==> config.mk <==
export PLATFORM = sky130hd
export DESIGN_NAME = uart_rx
export DESIGN_NICKNAME = d
export VERILOG_FILES = /design/src/rtl/uart_pkg.sv /design/src/rtl/uart_sync2.sv /design/src/rtl/uart_rx.sv
export SDC_FILE = /design/constraint.sdc
export NUM_CORES = 1
export LEC_CHECK = 0
export BUFFER_PORTS_ARGS = -buffer_cell sky130_fd_sc_hd__buf_4
export CORE_MARGIN = 5
export CORE_UTILIZATION = 55
export CTS_BUF_LIST = sky130_fd_sc_hd__clkbuf_2
export DETAILED_ROUTE_END_ITERATION = 12
export GPL_TIMING_DRIVEN = 0
export PLACE_DENSITY = 0.75
export SLEW_MARGIN = 40
export SYNTH_ARGS = -nofsm -noshare
export SYNTH_HDL_FRONTEND = slang
export SYNTH_SLANG_ARGS = --single-unit
==> constraint.sdc <==
create_clock -name clk -period 4.09 [get_ports clk]
set_input_delay 0.409 -clock clk [delete_from_list [all_inputs] [get_ports clk]]
set_output_delay 0.409 -clock clk [all_outputs]
set_load 0.03 [all_outputs]
==> src/rtl/uart_pkg.sv <==
// Shared UART definitions: receiver state encoding and frame constants.
package uart_pkg;

  typedef enum logic [1:0] {
    IDLE,
    START,
    DATA,
    STOP
  } uart_rx_state_t;

  localparam int UART_DEFAULT_CLKS_PER_BIT = 104;
  localparam int UART_DATA_BITS            = 8;

endpackage

==> src/rtl/uart_sync2.sv <==
// Two-flop synchronizer for the serial input; both flops reset to the idle-high level.
module uart_sync2 (
  input  logic clk,
  input  logic rst_n,
  input  logic i_d,
  output logic o_q
);

  logic r_meta;
  logic r_q;

  always_ff @(posedge clk or negedge rst_n) begin
    if (!rst_n) begin
      r_meta <= 1'b1;
      r_q    <= 1'b1;
    end else begin
      r_meta <= i_d;
      r_q    <= r_meta;
    end
  end

  assign o_q = r_q;

endmodule

==> src/rtl/uart_rx.sv <==
// 8N1 UART receiver: mid-bit sampling, LSB-first assembly, valid / frame_error strobes.
// Define UART_RX_SYNC_EN to pass rx through a 2-flop synchronizer (adds 2 cycles of latency).
module uart_rx
  import uart_pkg::*;
#(
  parameter int CLKS_PER_BIT = UART_DEFAULT_CLKS_PER_BIT
) (
  input  logic                      clk,
  input  logic                      rst_n,
  input  logic                      rx,
  output logic [UART_DATA_BITS-1:0] data,
  output logic                      valid,
  output logic                      busy,
  output logic                      frame_error
);

  localparam int CW = $clog2(CLKS_PER_BIT);
  localparam int HALF = CLKS_PER_BIT / 2;
  localparam logic [CW-1:0] HALF_LAST = CW'(HALF - 1);
  localparam logic [CW-1:0] BIT_LAST  = CW'(CLKS_PER_BIT - 1);
  localparam logic [2:0]    LAST_BIT  = 3'(UART_DATA_BITS - 1);

  logic w_rs;

`ifdef UART_RX_SYNC_EN
  uart_sync2 u_sync (
    .clk  (clk),
    .rst_n(rst_n),
    .i_d  (rx),
    .o_q  (w_rs)
  );
`else
  assign w_rs = rx;
`endif

  uart_rx_state_t            r_state;
  uart_rx_state_t            w_state_nxt;
  logic [CW-1:0]             r_cnt;
  logic [2:0]                r_bit_idx;
  logic [UART_DATA_BITS-1:0] r_shift;
  logic [UART_DATA_BITS-1:0] r_data;
  logic                      r_valid;
  logic                      r_ferr;
  logic                      r_rs_prev;
  logic                      w_cnt_clr;
  logic                      w_cnt_inc;
  logic                      w_shift;
  logic                      w_load;
  logic                      w_ferr;

  always_ff @(posedge clk or negedge rst_n) begin
    if (!rst_n) r_state <= IDLE;
    else        r_state <= w_state_nxt;
  end

  // IDLE waits for a high-to-low edge so a held-low (break) line cannot retrigger.
  always_comb begin
    w_state_nxt = r_state;
    w_cnt_clr   = 1'b0;
    w_cnt_inc   = 1'b0;
    w_shift     = 1'b0;
    w_load      = 1'b0;
    w_ferr      = 1'b0;
    unique case (r_state)
      IDLE: begin
        if (r_rs_prev && !w_rs) begin
          w_state_nxt = START;
          w_cnt_clr   = 1'b1;
        end
      end
      START: begin
        if (r_cnt == HALF_LAST) begin
          w_cnt_clr   = 1'b1;
          w_state_nxt = w_rs ? IDLE : DATA;
        end else begin
          w_cnt_inc = 1'b1;
        end
      end
      DATA: begin
        if (r_cnt == BIT_LAST) begin
          w_cnt_clr = 1'b1;
          w_shift   = 1'b1;
          if (r_bit_idx == LAST_BIT) w_state_nxt = STOP;
        end else begin
          w_cnt_inc = 1'b1;
        end
      end
      STOP: begin
        if (r_cnt == BIT_LAST) begin
          w_cnt_clr   = 1'b1;
          w_state_nxt = IDLE;
          w_load      = w_rs;
          w_ferr      = !w_rs;
        end else begin
          w_cnt_inc = 1'b1;
        end
      end
      default: w_state_nxt = IDLE;
    endcase
  end

  always_ff @(posedge clk or negedge rst_n) begin
    if (!rst_n) begin
      r_cnt     <= '0;
      r_bit_idx <= '0;
      r_shift   <= '0;
      r_data    <= '0;
      r_valid   <= 1'b0;
      r_ferr    <= 1'b0;
      r_rs_prev <= 1'b1;
    end else begin
      r_rs_prev <= w_rs;
      r_valid   <= w_load;
      r_ferr    <= w_ferr;
      if (w_cnt_clr)      r_cnt <= '0;
      else if (w_cnt_inc) r_cnt <= r_cnt + 1'b1;
      if (r_state == START) r_bit_idx <= '0;
      else if (w_shift)     r_bit_idx <= r_bit_idx + 1'b1;
      if (w_shift) r_shift <= {w_rs, r_shift[UART_DATA_BITS-1:1]};
      if (w_load)  r_data  <= r_shift;
    end
  end

  assign data        = r_data;
  assign valid       = r_valid;
  assign frame_error = r_ferr;
  assign busy        = (r_state != IDLE);

endmodule

# Word level (Yosys, flattened, before mapping)
# Index checks and enable logic that the tools add are counted.
op_classes:
  reduce_logical: 8
  addsub: 2
  eq_ne: 11
  mux: 23
ops:
  columns: ["cell", "count"]
  rows:
  - ["2-to-1 mux 7 bit", 2]
  - ["2-to-1 mux 2 bit", 6]
  - ["2-to-1 mux 1 bit", 10]
  - ["!= test 2 bit (second input constant)", 5]
  - ["case mux 2 bit (4 select lines)", 1]
  - ["adder 7 x 1 -> 7 bit (second input constant)", 1]
  - ["== test 7 x 6 -> 1 bit (second input constant)", 1]
  - ["== test 7 bit (second input constant)", 1]
  - ["2-to-1 mux 3 bit", 2]
  - ["nonzero test 2 bit", 3]
  - ["AND reduction 5 bit", 1]
  - ["== test 2 bit (second input constant)", 2]
  - ["adder 3 x 1 -> 3 bit (second input constant)", 1]
  - ["== test 3 bit (second input constant)", 1]
  - ["case mux 1 bit (3 select lines)", 1]
  - ["== test 2 x 1 -> 1 bit (second input constant)", 1]
  - ["zero test 2 bit", 1]
  - ["case mux 1 bit (2 select lines)", 1]
  - ["OR reduction 2 bit", 1]
  - ["logical AND 1 bit", 1]
  - ["zero test 1 bit", 1]
word_totals:
  output_inout_bits: 11
  in_bits: 3
  word_cells: 52
  register_bits: 31

# Logic depth before layout (Yosys ltp)
logic_depth:
  ltp_word: 5
  mapped_depth: 6
  ltp_nobuf: 5

# Worst setup path before layout
# OpenSTA, ideal clock, no wires.
synth_timing:
  kind: "register to register"
  startpoint: "reg r_cnt[0]"
  endpoint: "reg r_shift[0]"
  t_arrival_ns: 1.542
  setup_time_ns: 0.125
  n_path_buf: 1
  path_stages_with_launch: 7
  synth_period_minus_slack_ns: 1.666
  t_required_ns: 3.965
  path_slack_ns: 2.424
  path_cell_list: "dfrtp_1 -> ha_1 -> and2_1 -> buf_2 -> and2_4 -> nand3_2 -> mux2_2"
synth_between:
  elab_chain_len: 3
synth_rtl:
  columns: ["item", "line_no", "source"]
  rows:
  - ["from (decl)", "uart_rx.sv:38", "logic [CW-1:0] r_cnt;"]
  - ["from (signal assigned)", "uart_rx.sv:116", "else if (w_cnt_inc) r_cnt <= r_cnt + 1'b1;"]
  - ["== test 7 bit", "uart_rx.sv:80", "if (r_cnt == BIT_LAST) begin"]
  - ["2-to-1 mux 1 bit", "uart_rx.sv:80", null]
  - ["2-to-1 mux 1 bit", "uart_rx.sv:64", "unique case (r_state)"]
  - ["to (signal assigned)", "uart_rx.sv:119", "if (w_shift) r_shift <= {w_rs, r_shift[UART_DATA_BITS-1:1]};"]
  - ["to (decl)", "uart_rx.sv:40", "logic [UART_DATA_BITS-1:0] r_shift;"]
# Every way passes these cells.
# A chain may end at the register's enable or synchronous reset.

# Final worst setup path
layout_timing:
  startpoint: "reg r_cnt[0]"
  endpoint: "reg r_cnt[6]"
layout_between:
  elab_chain_len: 4
  word_cells_on_any_way: 12
  cone_classes: "1 x add/sub; 2 x eq/ne; 8 x mux; 1 x reduce/logical"
layout_rtl:
  columns: ["item"]
  rows:
  - ["parallel branches: the longest is 4 deep, another holds adder 7 x 1 -> 7 bit"]
# Parallel ways; which one is timed is not known. The select of a mux whose other input is x is not followed.

==> impl_summary.md <==
Setup path
Counting both buffers and inverters, the worst setup path holds a total of 0. The category of the most critical setup path is flop to flop. The cell at the slowest stage of the critical path is sky130_fd_sc_hd__nor4b_1. Traced cell by cell, the critical path runs through ha_1, nor4b_1, a311oi_1, o21ai_0, o211ai_1. Along the worst path, the maximum fanout reaches 5. STA puts the critical path data required time at between 4000 and 5000 ps. The startpoint class of the critical path is a flop. STA classifies the critical path endpoint as a flop. For the worst setup path, the data arrival time is 2160 ps. The highest cell delay on the worst timing path is 540 ps.

The critical path's top delay family is compound AO/OA/AOI/OAI gates.

Status
The run finished with clean final reports.

GRT
The number of global-route vias before repair is 1005. The first global-routing pass estimated 4.35 mm of wire. The largest net degree at the start of global routing is 32. The number of antenna violations at the first check in global routing is 0. Across every metal layer, demand over resource in global routing totals 0.156. After global routing the overflow that remains totals 0.

Final layout
Compared with the post-synthesis result, the final layout area differs by 12.7%. Of the cells placed in the final design, the portion with a size suffix greater than 1 is 0.305. The most common cell after layout, fill and taps aside is sky130_fd_sc_hd__dfrtp_1. In the layout the commonest cells are sky130_fd_sc_hd__dfrtp_1, sky130_fd_sc_hd__mux2_2, sky130_fd_sc_hd__buf_4. The area used by sequential logic in the layout is 777 sq um.

The number of antenna diodes in the final layout is 0. The number of fill cells in the layout is ~190. In the final layout, the multi-input gates occupy 632 sq um. The post-layout net count is between 150 and 200. After the flow finishes, the layout carries non-filler instances totaling 181.

Pwr
The power density normalized to cell area is 283 mW/mm^2. The analysis attributes to cell leakage a power of 0.000789 uW. The maximum resistive drop on vdd is 0.250 mV.

Route
The first detailed-routing pass took 4 iterations. The vias after detailed routing is ~1100. The post-route antenna net violation count is 0.

The final layout contains routed wiring with a total length of 2.59 mm. The DRC violation count after routing is 0. The via density per instance is 5.90. In the final routed layout, each cell accounts on average for 14.3 um. The starting DRC count in detailed routing is 55.

CTS
The post-cts gate resize count is 0. The TritonCTS clock tree is yes. Buffers inserted during clock tree synthesis total 5. The cell sitting at the root of the clock tree is a sky130_fd_sc_hd__clkbuf_2. The post-CTS setup buffer count is 0.

The clock net in this run drives a total of 31 sinks. The H-tree level count is 2. Buffers inserted to repair hold after CTS numbered 1. The clock insertion delay at the later pin of the skew report is approximately 360 ps.

The maximum clock insertion buffer count is 2. Clock-pin slew was measured on the worst setup and hold paths at 150 ps.

Yosys
In this run, distinct cell masters in the synthesized netlist total 34. Each instance of the synthesized netlist takes up on average 11.2 sq um. Summing every instance area after synthesis gives between 0.001 and 0.0015 sq mm. The post-synthesis sequential area ratio is 0.536. The total of flip-flops plus latches after synthesis is 31.

The number of nets in the synthesized netlist is around 140. In the synthesized netlist the dominant register cell turns out to be sky130_fd_sc_hd__dfrtp_1. Synthesis handed over a netlist of 129 instances. For this run, the number of Yosys warnings is 0. In the synthesized netlist the async set-or-reset flop fraction comes to 1.00.

The number of flops mapped to enable cells by yosys is 0.

STA
The actual slew at the worst max-slew pin is a little over 600 ps. The accumulated negative setup slack is 0 ps. Setup violations remaining at the end of the flow were counted as 0.

Across the routed clock network, the largest skew measured is about 18 ps. The final critical delay including setup and external delays is 1920 ps. The count of final max-slew check failures is 0.

The relative slew slack is 0.584. In the finished design, the share of the clock period the worst path needs comes to 0.470. Setup repair after global routing left no endpoint under its margin. The maximum clock rate is 520 MHz. The final-report hold violation count was 0.

Placement
At the end of routability-driven placement, the weighted congestion stood at 0.874. In this run, placement finished with an instance count of 172. The count of input and output buffers is 13. The detailed placement HPWL is 1.81 mm.

Flow run
The max-capacitance violation count is 0.

Floorplanning
In this run the core area contains 18 standard-cell rows. The area of the placeable core is about 0.0025 sq mm. For this configuration, the core starts out at a cell density of 0.580.

The die is 61.4 um wide. The area of the die is 0.00376 sq mm. From bottom edge to top edge, the die measures 61.4 um. In this run the count of I/O pins placed on the die edge is 14.

Min path
The type of the most critical hold path is primary input to flop.
## layer usage
metal	vias to the layer above	wire, um	global-route usage
met4	0	35	0.0848
li1	507	-	-
met3	4	167	0.0440
met5	-	0	0
met2	40	1250	0.242
met1	516	1140	0.196
## flip-flops by register name (all words and copies together) (netlist names), named ones only
name,count
data,8
valid,1
r_shift,8
r_bit_idx,3
frame_error,1
r_state,1
r_cnt,7
r_rs_prev,1
## kinds of logic after synthesis
kind of cell | synth area share
compound gates | 0.116
xor+xnor | 0.00604
fa+ha+maj | 0.0259
buf+inv | 0.0285
flops | 0.536
mux | 0.124
simple gates | 0.163
## where the power goes
| part | internal [uW] | leakage (uW) | switching, uW | total, uW |
|---|---|---|---|---|
| Sequential | 308 | 0.000397 | 0.632 | 309 |
| Combinational | 2.90 | 0.000362 | 7.51 | 10.4 |
| Clock | 42.0 | 0.0000304 | 101 | 143 |
| Total | 353 | 0.000789 | 109 | 462 |
## layout make-up
type	instances	area share
Buffer	5	0.0138
Clock buffer	6	0.0184
Clock inverter	2	0.00536
Inverter	5	0.0115
Multi-Input combinational cell	88	0.387
Sequential cell	31	0.475
Tap cell	30	0.0230
Timing Repair Buffer	14	0.0658
## stage by stage
stage / utilization / setup WS [ps] / area, sq um / total power (uW) / hold slack, ps
after floorplan: - / 2420 / 1450 / 316 / 113
after global placement: 0.634 / 2280 / 1590 / 324 / 355
after detailed placement: 0.634 / 2250 / 1590 / 324 / 359
after CTS: 0.654 / 2190 / 1630 / 468 / 177
after global routing: 0.654 / 1920 / 1630 / 483 / 165
final: 0.654 / 2170 / 1630 / 462 / 186
## worst paths after layout
| kind | from | cells past startpoint | end | slack [ps] |
|---|---|---|---|---|
| worst max-delay path | r_cnt[0] | 5 | r_cnt[6] | 2170 |
| worst min-delay path | rx | 1 | r_rs_prev | 190 |
| worst max register to register | r_cnt[0] | 5 | r_cnt[6] | 2170 |
| worst min register to register | r_shift[0] | 1 | data[0] | 510 |
| max in group asynchronous | rst_n | 2 | r_rs_prev | 3280 |
| min in group asynchronous | rst_n | 2 | r_shift[2] | 490 |
## Yosys cell counts, types with 2 or more instances
master	instances	area share
sky130_fd_sc_hd__a21o_1	2	0.010
sky130_fd_sc_hd__a21oi_1	10	0.035
sky130_fd_sc_hd__and2_1	2	0.0086
sky130_fd_sc_hd__and2_2	2	0.010
sky130_fd_sc_hd__buf_2	3	0.010
sky130_fd_sc_hd__dfrtp_1	30	0.52
sky130_fd_sc_hd__ha_1	3	0.026
sky130_fd_sc_hd__inv_1	5	0.013
sky130_fd_sc_hd__mux2_2	16	0.12
sky130_fd_sc_hd__nand2_1	11	0.028
sky130_fd_sc_hd__nand3_1	4	0.014
sky130_fd_sc_hd__nand4_1	3	0.013
sky130_fd_sc_hd__nor2_1	7	0.018
sky130_fd_sc_hd__nor3_1	3	0.010
sky130_fd_sc_hd__o211ai_1	3	0.016
sky130_fd_sc_hd__o21ai_0	7	0.024
No activity file was read; power rests on OpenSTA's default activity.
